===== src/rtl/adc_scan_pkg.sv =====
// Shared types and helpers for the ADC channel scan sequencer.
package adc_scan_pkg;

  typedef enum logic [2:0] {
    S_IDLE,
    S_SELECT,
    S_SETTLE,
    S_START,
    S_WAIT,
    S_OUTPUT
  } state_t;

  localparam int AVG_CNT = 4;

  // Channel index width; never narrower than one bit.
  function automatic int ch_w(input int n);
    return (n > 1) ? $clog2(n) : 1;
  endfunction

endpackage


===== src/rtl/adc_ch_pick.sv =====
// Next-enabled-channel picker: lowest set mask bit above prev, or the lowest
// set bit overall at the start of a scan.
module adc_ch_pick #(
  parameter int P_CH_CNT = 4,
  parameter int CW       = 2
) (
  input  logic [P_CH_CNT-1:0] mask,
  input  logic [CW-1:0]       prev,
  input  logic                scan_start,
  output logic [CW-1:0]       next,
  output logic                none
);

  // Walk downward so the last hit is the lowest qualifying channel.
  always_comb begin
    next = '0;
    none = 1'b1;
    for (int i = P_CH_CNT - 1; i >= 0; i--) begin
      if (mask[i] && (scan_start || i > int'(prev))) begin
        next = CW'(i);
        none = 1'b0;
      end
    end
  end

endmodule


===== src/rtl/adc_scan_seq.sv =====
// ADC channel scan sequencer: mux select, settle, start, capture, handshake out.
// Define ADC_SCAN_AVG_EN to average AVG_CNT conversions per channel.
module adc_scan_seq
  import adc_scan_pkg::*;
#(
  parameter int P_BIT_CNT = 8,
  parameter int P_CH_CNT  = 4,
  parameter int P_SETTLE  = 3
) (
  input  logic                               i_clk,
  input  logic                               i_reset,
  input  logic                               i_en,
  input  logic [P_CH_CNT-1:0]                i_ch_mask,
  output logic [ch_w(P_CH_CNT)-1:0]          o_mux_sel,
  output logic                               o_adc_start,
  input  logic                               i_adc_busy,
  input  logic                               i_adc_valid,
  input  logic [P_BIT_CNT-1:0]               i_adc_res,
  output logic [P_BIT_CNT-1:0]               o_res_data,
  output logic [ch_w(P_CH_CNT)-1:0]          o_res_ch,
  output logic                               o_res_valid,
  input  logic                               i_res_ready,
  output logic                               o_scan_done
);

  localparam int CW = ch_w(P_CH_CNT);

  state_t              state;
  logic [P_CH_CNT-1:0] scan_mask;
  logic [CW-1:0]       cur_ch;
  logic                scan_start;
  logic                busy_seen;
  logic [7:0]          settle_cnt;
  logic [CW-1:0]       pick_idx;
  logic                pick_none;

`ifdef ADC_SCAN_AVG_EN
  logic [P_BIT_CNT+1:0] acc;
  logic [1:0]           conv_cnt;
  logic [P_BIT_CNT+1:0] acc_sum;
  assign acc_sum = acc + (P_BIT_CNT+2)'(i_adc_res);
`endif

  adc_ch_pick #(.P_CH_CNT(P_CH_CNT), .CW(CW)) u_pick (
    .mask       (scan_mask),
    .prev       (cur_ch),
    .scan_start (scan_start),
    .next       (pick_idx),
    .none       (pick_none)
  );

  always_ff @(posedge i_clk) begin
    if (i_reset) begin
      state       <= S_IDLE;
      scan_mask   <= '0;
      cur_ch      <= '0;
      scan_start  <= 1'b0;
      busy_seen   <= 1'b0;
      settle_cnt  <= '0;
      o_mux_sel   <= '0;
      o_adc_start <= 1'b0;
      o_res_data  <= '0;
      o_res_ch    <= '0;
      o_res_valid <= 1'b0;
      o_scan_done <= 1'b0;
`ifdef ADC_SCAN_AVG_EN
      acc         <= '0;
      conv_cnt    <= '0;
`endif
    end else begin
      o_adc_start <= 1'b0;
      o_scan_done <= 1'b0;
      case (state)
        S_IDLE: begin
          if (i_en && |i_ch_mask) begin
            scan_mask  <= i_ch_mask;
            scan_start <= 1'b1;
            state      <= S_SELECT;
          end
        end
        S_SELECT: begin
          o_mux_sel  <= pick_idx;
          cur_ch     <= pick_idx;
          scan_start <= 1'b0;
          settle_cnt <= 8'(P_SETTLE - 1);
          state      <= S_SETTLE;
        end
        S_SETTLE: begin
          if (settle_cnt == '0) begin
            o_adc_start <= 1'b1;
            state       <= S_START;
          end else begin
            settle_cnt <= settle_cnt - 8'd1;
          end
        end
        S_START: begin
          busy_seen <= 1'b0;
          state     <= S_WAIT;
        end
        S_WAIT: begin
          // A valid left over from the previous conversion is ignored until
          // the ADC has acknowledged this start by going busy.
          if (i_adc_busy) begin
            busy_seen <= 1'b1;
          end else if (busy_seen && i_adc_valid) begin
`ifdef ADC_SCAN_AVG_EN
            if (conv_cnt == 2'(AVG_CNT - 1)) begin
              o_res_data  <= acc_sum[P_BIT_CNT+1:2];
              o_res_ch    <= cur_ch;
              o_res_valid <= 1'b1;
              acc         <= '0;
              conv_cnt    <= '0;
              state       <= S_OUTPUT;
            end else begin
              acc         <= acc_sum;
              conv_cnt    <= conv_cnt + 2'd1;
              o_adc_start <= 1'b1;
              state       <= S_START;
            end
`else
            o_res_data  <= i_adc_res;
            o_res_ch    <= cur_ch;
            o_res_valid <= 1'b1;
            state       <= S_OUTPUT;
`endif
          end
        end
        S_OUTPUT: begin
          // Dropping i_en ends the scan after this channel with no done pulse.
          if (i_res_ready) begin
            o_res_valid <= 1'b0;
            if (!i_en) begin
              state <= S_IDLE;
            end else if (!pick_none) begin
              state <= S_SELECT;
            end else begin
              o_scan_done <= 1'b1;
              if (|i_ch_mask) begin
                scan_mask  <= i_ch_mask;
                scan_start <= 1'b1;
                state      <= S_SELECT;
              end else begin
                state <= S_IDLE;
              end
            end
          end
        end
        default: state <= S_IDLE;
      endcase
    end
  end

endmodule


===== config.mk =====
export PLATFORM = sky130hd
export DESIGN_NAME = adc_scan_seq
export DESIGN_NICKNAME = d
export VERILOG_FILES = /design/src/rtl/adc_scan_pkg.sv /design/src/rtl/adc_ch_pick.sv /design/src/rtl/adc_scan_seq.sv
export SDC_FILE = /design/constraint.sdc
export NUM_CORES = 1
export LEC_CHECK = 0
export CAP_MARGIN = 20
export CORE_ASPECT_RATIO = 1.25
export CORE_MARGIN = 8
export CORE_UTILIZATION = 45
export DETAILED_ROUTE_END_ITERATION = 8
export GPL_TIMING_DRIVEN = 0
export HOLD_SLACK_MARGIN = 0.15
export PLACE_DENSITY_LB_ADDON = 0.08
export SETUP_SLACK_MARGIN = 0.02
export SLEW_MARGIN = 30
export SYNTH_ARGS = -nofsm -noshare
export SYNTH_HDL_FRONTEND = slang
export SYNTH_SLANG_ARGS = --single-unit

===== constraint.sdc =====
create_clock -name i_clk -period 1.6 [get_ports i_clk]
set_input_delay 0.16 -clock i_clk [delete_from_list [all_inputs] [get_ports i_clk]]
set_output_delay 0.16 -clock i_clk [all_outputs]
set_load 0.05 [all_outputs]

==> results.md, run 1 <==
- Worst Tran Pin Value: 511 ps
- Sw Pwr: 1280 uW
- Worst Path Required: between 1500 and 2000 ps
- Critical Path Fanout Max: 6
- Status: finished with violations
- Hold-fix buffers, CTS: 0
- Hold WC Path Type: reg2reg
- Maxcap violations: 0
- Grt ovf: 0
- DR iter-0 viols: 56
- Initial antenna violation count: 0
- Tmin final: 1840 ps
- Netlist cell types: 44
- Final core occ: 66.3%
- NumNets Final: 233
- CP cell instances: or4_4 > or3_4 > o211ai_1 > xor2_1 > nor2_1
- Max clock buf depth: 2
- Total track usage: 14.0%
- EDFF count, synth: 0
- Die area: 0.00554 mm^2
- Average wire per standard cell: 15.2 um
- Post-Syn Nets: 190
- Setup WS post-layout: -241 ps
- H-tree Lvls: 2
- FF+latch count, synth: 32
- Pwr dens: 1560 mW/mm^2
- Seq/Total Area, Yosys: about two fifths
- # clock sinks: 32
- Mapped Area: 0.00153 mm^2
- HPWL after DPL: 2830 um
- Vias in the first global route: 1350
- Final Wtd Congestion: 0.832
- Vias per Instance: approximately 5.5
- DRC: 0
- Dominant synthesized flop cell: dfxtp_1
- Sequential Power Share: 34.5%
- Routed Antenna Nets: 0
- Period utilisation layout: 115%
- Pin count of the biggest net entering global routing: 11
- Inserted Diodes: 0
- Syn Inst Count: 170
- Die Span Y: 81.2 um
- Peak supply drop: ~1.3 mV
- Worst setup path class: reg2reg
- Most frequent cells in the layout: nor2_1, dfxtp_1, clkdlybuf4s50_1, mux2i_1, nand2b_1
- Initial Util: 47.5%
- IO Count: 33
- Leak Pwr: 0.000993 uW
- RSZ-0062 raised after global routing: true
- Startpoint type of the worst setup path: register
- Clk pin slew, worst setup/hold paths: around 70 ps
- Via count: 1383
- Worst Setup End Kind: register
- Wirelength, routed: 3820 um
- Worst skew pair latency: around 280 ps
- Hold Path Origin: o_res_valid
- DP Cell Count: approximately 240
- Switch share: 38.2%
- Share of layout cells above drive strength 1: 19.6%
- Ys Warns: 0
- Setup TNS: -1350 ps
- Failing checks: negative setup slack
- Cts bufs inserted: 5
- First-pass GRT wire length: 6000 um
- First-pass iteration count of the detailed router: 4
- Clock skew: around 5.5 ps
- # setup viols final: 9
- Pint: 2070 uW
- Commonest non-fill, non-tap cell in the layout: nor2_1
- Fill cells: 285
- Area Overhead vs Synth: 39.6%
- Clock network fraction of design power: 19.0%
- Async SR Flop Fraction: 0%
- Die width: 68.2 um
- Quantity of I/O buffers inserted on ports: 32
- Core Footprint: 0.00322 mm^2
- Slowest stage delay, CP: 540 ps
- Slew HR: 65.9%
- CP max-delay cell: or4_4
- Avg Inst Size Synth: 9.01 um^2
- Launch point of the worst reg-to-reg path: settle_cnt[6]
- Arrival time at the worst endpoint: 2010 ps
- Non-Filler Instances: 251
- Crit path from: settle_cnt[6]
- Fin. Hold Viols: 0
- FMAX: 543 MHz
- Comb pwr share: 46.5%
- CTS Root Cell: clkbuf_8
- CTS tree: yes
- # rows: 23
- Slew Limit Fails: 0
power groups by stage:
stage	sequential, uW	clock, uW	combinational, uW
after global placement	1090	0	1320
after CTS	1120	646	1460
after detailed placement	1100	0	1360
final	1150	634	1560
after global routing	1180	684	1670
after floorplan	1110	0	1030
cell type report:
| type | count | area, um^2 | share of cell area, % |
|---|---|---|---|
| Multi-Input combinational cell | 126 | 923 | 43.2 |
| Sequential cell | 32 | 654 | 30.6 |
| Timing Repair Buffer | 37 | 354 | 16.6 |
| Clock buffer | 6 | 82.6 | 3.86 |
| Buffer | 7 | 52.6 | 2.46 |
| Tap cell | 37 | 46.3 | 2.17 |
| Inverter | 4 | 15.0 | 0.702 |
| Clock inverter | 2 | 10.0 | 0.468 |
cells by family after synthesis:
kind of cell | after synthesis | share of synthesized area (%)
and+or+nand+nor | 74 | 26.3
DFF | 32 | 41.8
AOI/OAI and AO/OA | 27 | 12.3
muxes | 16 | 10.5
buffers and inverters | 12 | 3.35
xor gates and xnor gates | 7 | 4.00
adders and majority gates | 2 | 1.63
worst max-delay path: cells and delay by family (launching register included):
family          cells  cell delay (ps)
xor+xnor            1              190
simple gates        3              970
flops               1              320
compound gates      1              250
synthesized netlist by cell type, types with 2 or more instances:
cell | n | area (um^2)
nor3b_1 | 3 | 22.5
o21ai_1 | 2 | 10.0
nor3_1 | 3 | 15.0
mux2i_1 | 15 | 150
nand2_1 | 8 | 30.0
a211oi_1 | 3 | 22.5
a21oi_1 | 5 | 25.0
nor2b_1 | 4 | 25.0
a22oi_1 | 2 | 15.0
ha_1 | 2 | 25.0
xnor2_1 | 3 | 26.3
nor4_1 | 2 | 12.5
clkbuf_1 | 5 | 18.8
nand3b_1 | 3 | 22.5
o21ai_0 | 3 | 15.0
o22ai_1 | 2 | 12.5
o211ai_1 | 2 | 15.0
dfxtp_1 | 32 | 641
buf_2 | 2 | 10.0
nor2_1 | 27 | 101
xor2_1 | 4 | 35.0
inv_1 | 4 | 15.0
nand2b_1 | 13 | 81.3
stage by stage:
step | total power, uW | hold WS (ps) | instance area [um^2] | worst slack, ps
4_1_cts | 3230 | 476 | 2070 | -207
3_3_place_gp | 2410 | 447 | 1930 | -372
6_report | 3340 | 465 | 2140 | -241
3_5_place_dp | 2460 | 457 | 1930 | -500
5_1_grt | 3540 | 500 | 2140 | -258
2_1_floorplan | 2150 | 277 | 1560 | -113
flip-flops by register name, summed over array words and instances (netlist names), 2 cells and up:
signal	cells
cur_ch	2
o_res_ch	2
o_res_data	8
scan_mask	4
settle_cnt	8
state	3
routing by layer:
metal | part of all wire, % | routed length, um | up-vias | track usage (%)
li1 | - | - | 678 | -
met1 | 38 | 1440 | 663 | 14.3
met2 | 54 | 2060 | 34 | 24.7
met3 | 6.6 | 253 | 8 | 4.95
met4 | 1.9 | 71 | 0 | 6.57
met5 | 0 | 0 | - | 0
repair_timing:
action                                  in CTS  in global routing
hold endpoints to repair                     0                  0
endpoints found under the setup margin      29                 24
resized for setup                           20                 17
pin swaps                                    7                  3
setup buffers                                3                  2
final timing paths:
kind                                       to  slack (ps)  depth (start not counted)
worst max-delay path            settle_cnt[5]        -240                          5
worst min register to register    o_res_valid         470                          2
worst max register to register  settle_cnt[5]        -240                          5
worst min-delay path              o_res_valid         470                          2
No activity file was read; power rests on OpenSTA's default activity.
==> run 2: changes to the inputs <==
==> constraint.sdc (replaced) <==
create_clock -name i_clk -period 1.66 [get_ports i_clk]
set_input_delay 0.166 -clock i_clk [delete_from_list [all_inputs] [get_ports i_clk]]
set_output_delay 0.166 -clock i_clk [all_outputs]
set_load 0.05 [all_outputs]
==> results.md, run 2 (synthesized netlist as in run 1, its figures left out) <==
- CP cell instances: or4_4 > or3_4 > buf_4 > or2b_1 > a32oi_1 > o32ai_1
- Final instance area: 0.00206 mm^2
- Placed Area: 0.00191 mm^2
- Status: finished with violations
- Total track usage: about 14%
- Wirelength, routed: 3760 um
- Tmin final: 1800 ps
- Fin. Hold Viols: 0
- Via count: 1372
- IO Count: 33
- CTS Root Cell: clkbuf_8
- Period utilisation layout: 108%
- Worst Setup End Kind: register
- Flop2flop setup slack: -140 ps
- Initial antenna violation count: 0
- Peak supply drop: 1.22 mV
- Clk pin slew, worst setup/hold paths: 70 ps
- Hold Path Origin: o_res_valid
- Clock skew: a little under 6 ps
- Worst Path Required: 1850 ps
- Hold WC Path Type: reg2reg
- H-tree Lvls: 2
- DRC: 0
- Clock network fraction of design power: roughly 20%
- R2R depth: 6
- Most frequent cells in the layout: nor2_1, clkdlybuf4s50_1, dfxtp_1, mux2i_1, nand2b_1
- # rows: 23
- Die Span Y: 81.2 um
- Leak Pwr: 0.000930 uW
- Worst Tran Pin Value: 539 ps
- Worst setup path class: reg2reg
- Final Wtd Congestion: 0.775
- Hold slack: 459 ps
- Launch point of the worst reg-to-reg path: settle_cnt[6]
- Pin count of the biggest net entering global routing: 11
- # clock sinks: 32
- FF-to-FF End: state[0]
- Hold endpoint: o_res_valid
- Die area: around 0.0055 mm^2
- Core Footprint: ~0.0032 mm^2
- Sequential Power Share: 34.9%
- NumNets Final: 230
- FF+latch area: 649 um^2
- Switch share: 37.6%
- HPWL after DPL: 2770 um
- DR iter-0 viols: 72
- Comb pwr share: a little under half
- Routed Antenna Nets: 0
- Grt ovf: 0
- Slowest stage delay, CP: 530 ps
- First-pass GRT wire length: 5960 um
- Max clock buf depth: 2
- Quantity of I/O buffers inserted on ports: 32
- Average wire per standard cell: 15.2 um
- Failing checks: negative setup slack
- CP max-delay cell: or4_4
- Startpoint type of the worst setup path: register
- First-pass iteration count of the detailed router: 4
- Inserted Diodes: 0
- CTS tree: yes
- CP Buf/Inv Count: 1
- Slew Limit Fails: 0
- Setup WS post-layout: -137 ps
- Pint: a little under 2000 uW
- Pwr dens: roughly 1500 mW/mm^2
- Share of layout cells above drive strength 1: ~16%
- Sw Pwr: 1160 uW
- Fill cells: approximately 280
- Slew HR: 64.0%
- Critical Path Fanout Max: 5
- Die width: 68.2 um
- RSZ-0062 raised after global routing: true
- Delay-heaviest family, CP: simple AND/OR/NAND/NOR gates
- Arrival time at the worst endpoint: 1990 ps
- Cts bufs inserted: 5
- # setup viols final: 8
- Area Overhead vs Synth: 34.6%
- Worst skew pair latency: 280 ps
- Vias per Instance: 5.53
- Vias in the first global route: approximately 1400
- Largest regs: o_res_data (8), settle_cnt (8), scan_mask (4)
- Multi-input gate area: 877 um^2
- Commonest non-fill, non-tap cell in the layout: nor2_1
- Maxcap violations: 0
- FMAX: about 560 MHz
- Initial Util: 47.5%
- Cell depth of the worst hold path: 2
run 2: layer usage:
| metal | up-vias | share of wire, % | global-route usage [%] |
|---|---|---|---|
| met2 | 27 | 52 | 24.9 |
| li1 | 674 | - | - |
| met5 | - | 0 | 0 |
| met4 | 0 | 2.4 | 7.60 |
| met1 | 664 | 40 | 13.7 |
| met3 | 7 | 5.5 | 5.36 |
run 2: cell type report:
type	count	area share [%]
buffer	6	1.34
clock buffer	6	4.01
clock inverter	2	0.486
inverter	4	0.729
multi-input combinational	126	42.6
sequential	32	31.5
tap	37	2.25
timing repair buffer	35	17.1
run 2: worst max path at each step:
stage	start	endpoint	cells after the start
after floorplan	settle_cnt[6]	settle_cnt[5]	5
after global placement	i_adc_busy	o_res_data[1]	6
after detailed placement	i_adc_busy	o_res_data[5]	6
after CTS	settle_cnt[6]	settle_cnt[5]	5
after global routing	settle_cnt[5]	settle_cnt[5]	5
final	settle_cnt[6]	state[0]	6
run 2: timing repair:
item                       in CTS  in global routing
buffers inserted                2                  1
hold buffers                    0                  0
resized for setup               7                 10
pin swaps                       3                  2
cloned                          0                  0
setup endpoints to repair      24                 19
run 2: per-stage QoR:
stage / TNS [ps] / power [uW] / cells / util (%) / setup slack [ps]
floorplan: -92.6 / 2050 / 170 / - / -52.7
global placement: -4870 / 2300 / 239 / 59.4 / -317
detailed placement: -5630 / 2330 / 239 / 59.4 / -369
CTS: -476 / 2980 / 248 / 63.0 / -106
global route: -1250 / 3290 / 248 / 63.9 / -206
finish: -661 / 3080 / 248 / 63.9 / -137
run 2: power groups by stage:
stage	registers [uW]	clock network, uW	logic (uW)
2_1_floorplan	1070	0	982
4_1_cts	1070	632	1280
6_report	1080	612	1390
3_5_place_dp	1060	0	1280
5_1_grt	1100	667	1530
3_3_place_gp	1050	0	1250
run 2: tightest hold or removal path: stages (launching register included):
cell,delay [ps]
dfxtp_1,310
inv_1,50
a211oi_1,50
==> run 3: changes to the inputs <==
--- a/config.mk
+++ b/config.mk
@@ -7,7 +7,7 @@
 export LEC_CHECK = 0
 export CAP_MARGIN = 20
 export CORE_ASPECT_RATIO = 1.25
-export CORE_MARGIN = 8
+export CORE_MARGIN = 5
 export CORE_UTILIZATION = 45
 export DETAILED_ROUTE_END_ITERATION = 8
 export GPL_TIMING_DRIVEN = 0
==> results.md, run 3 (synthesized netlist as in run 1, its figures left out) <==
- Average wire per standard cell: approximately 15 um
- Pin count of the biggest net entering global routing: 11
- CP max-delay cell: or4_4
- First-pass GRT wire length: 6280 um
- Vias per Instance: 5.30
- IO Count: 33
- Inserted Diodes: 0
- Core Footprint: 0.00325 mm^2
- HPWL after DPL: 2500 um
- Startpoint type of the worst setup path: register
- Via count: 1308
- Delay-heaviest family, CP: simple AND/OR/NAND/NOR gates
- Most frequent cells in the layout: nor2_1, dfxtp_1, clkdlybuf4s50_1, mux2i_1, nand2b_1
- Final core occ: 64.3%
- Vias in the first global route: roughly 1300
- Pwr dens: 1480 mW/mm^2
- Setup WS post-layout: -137 ps
- Hold WC Path Type: reg2reg
- Worst skew pair latency: 280 ps
- # setup viols final: 8
- Worst Path Required: 1820 ps
- Setup TNS: -682 ps
- Worst Setup End Kind: register
- Cts bufs inserted: 5
- DRC: 0
- Slew HR: between 60% and 70%
- Clk pin slew, worst setup/hold paths: around 60 ps
- Status: finished with violations
- Maxcap violations: 0
- CTS tree: yes
- H-tree Lvls: 2
- FMAX: approximately 560 MHz
- Quantity of I/O buffers inserted on ports: 32
- CP Buf/Inv Count: 0
- Period utilisation layout: 108%
- Place WS: -367 ps
- Largest regs: o_res_data (8), settle_cnt (8), scan_mask (4)
- Fin. Hold Viols: 0
- Total power: 3100 uW
- Worst setup path class: reg2reg
- Flop2flop setup slack: -140 ps
- Initial antenna violation count: 0
- Max clock buf depth: 2
- CP cell instances: or4_4 > or3_4 > o211ai_1 > xor2_1 > nor2_1
- Area Overhead vs Synth: 36.4%
- Critical Path Fanout Max: 6
- # rows: 23
- First-pass iteration count of the detailed router: 4
- Slowest stage delay, CP: between 500 and 600 ps
- Tmin final: 1800 ps
- Clock skew: just over 5 ps
- Initial Util: 47.1%
- # clock sinks: 32
- Final Wtd Congestion: 0.870
- Slew Limit Fails: 0
- NumNets Final: 229
- Share of layout cells above drive strength 1: 16.2%
- CTS Root Cell: clkbuf_8
- Failing checks: negative setup slack
- Wirelength, routed: 3630 um
- Arrival time at the worst endpoint: just under 2000 ps
- FF+latch area: 653 um^2
- Total track usage: 16.7%
- Commonest non-fill, non-tap cell in the layout: nor2_1
- Worst Tran Pin Value: 558 ps
- Routed Antenna Nets: 0
- RSZ-0062 raised after global routing: true
- Die area: 0.00468 mm^2
- Grt ovf: 0
- Fill cells: 286
- Die Span Y: 75.2 um
- DR iter-0 viols: 20
- Leak Pwr: 0.000961 uW
- Die width: 62.2 um
- Multi-input gate area: 905 um^2
- Peak supply drop: ~1.1 mV
## run 3: final cells by class
type                            instances  area share [%]
Sequential cell                        32            31.3
Inverter                                4           0.719
Buffer                                  6            1.38
Clock buffer                            8            4.31
Multi-Input combinational cell        126            43.3
Tap cell                               37            2.22
Timing Repair Buffer                   34            16.8
## run 3: layer usage
layer	global-route usage, %	up-vias	share of wire (%)
li1	-	666	-
met1	18.6	602	41
met2	28.7	35	50
met3	6.72	5	7.2
met4	6.51	0	1.3
met5	0	-	0
## run 3: timing repair
item                       in CTS  in global routing
buffers inserted                2                  0
pin swaps                       3                  3
setup endpoints to repair      23                 24
resized for setup               9                 17
hold buffers                    0                  0
## run 3: final timing paths
kind | from | to | cells past startpoint
worst max-delay path | settle_cnt[6] | settle_cnt[5] | 5
worst min-delay path | o_res_valid | o_res_valid | 2
worst max register to register | settle_cnt[6] | settle_cnt[5] | 5
worst min register to register | o_res_valid | o_res_valid | 2
## run 3: worst reg2reg max path, stage by stage, from the launching register on
cell and delay (ps):
dfxtp_2 320, or4_4 530, or3_4 380, o211ai_1 220, xor2_1 170, nor2_1 50
## run 3: per-stage QoR
| step | instances | hold WS [ps] | cell area (um^2) |
|---|---|---|---|
| global route | 247 | 489 | 2090 |
| floorplan | 170 | 283 | 1550 |
| CTS | 248 | 464 | 2050 |
| global placement | 239 | 450 | 1910 |
| finish | 247 | 456 | 2090 |
| detailed placement | 239 | 454 | 1910 |
## run 3: power breakdown
group	internal (uW)	total, uW	switching, uW
clock network	338	609	271
logic	664	1390	727
registers	929	1100	166
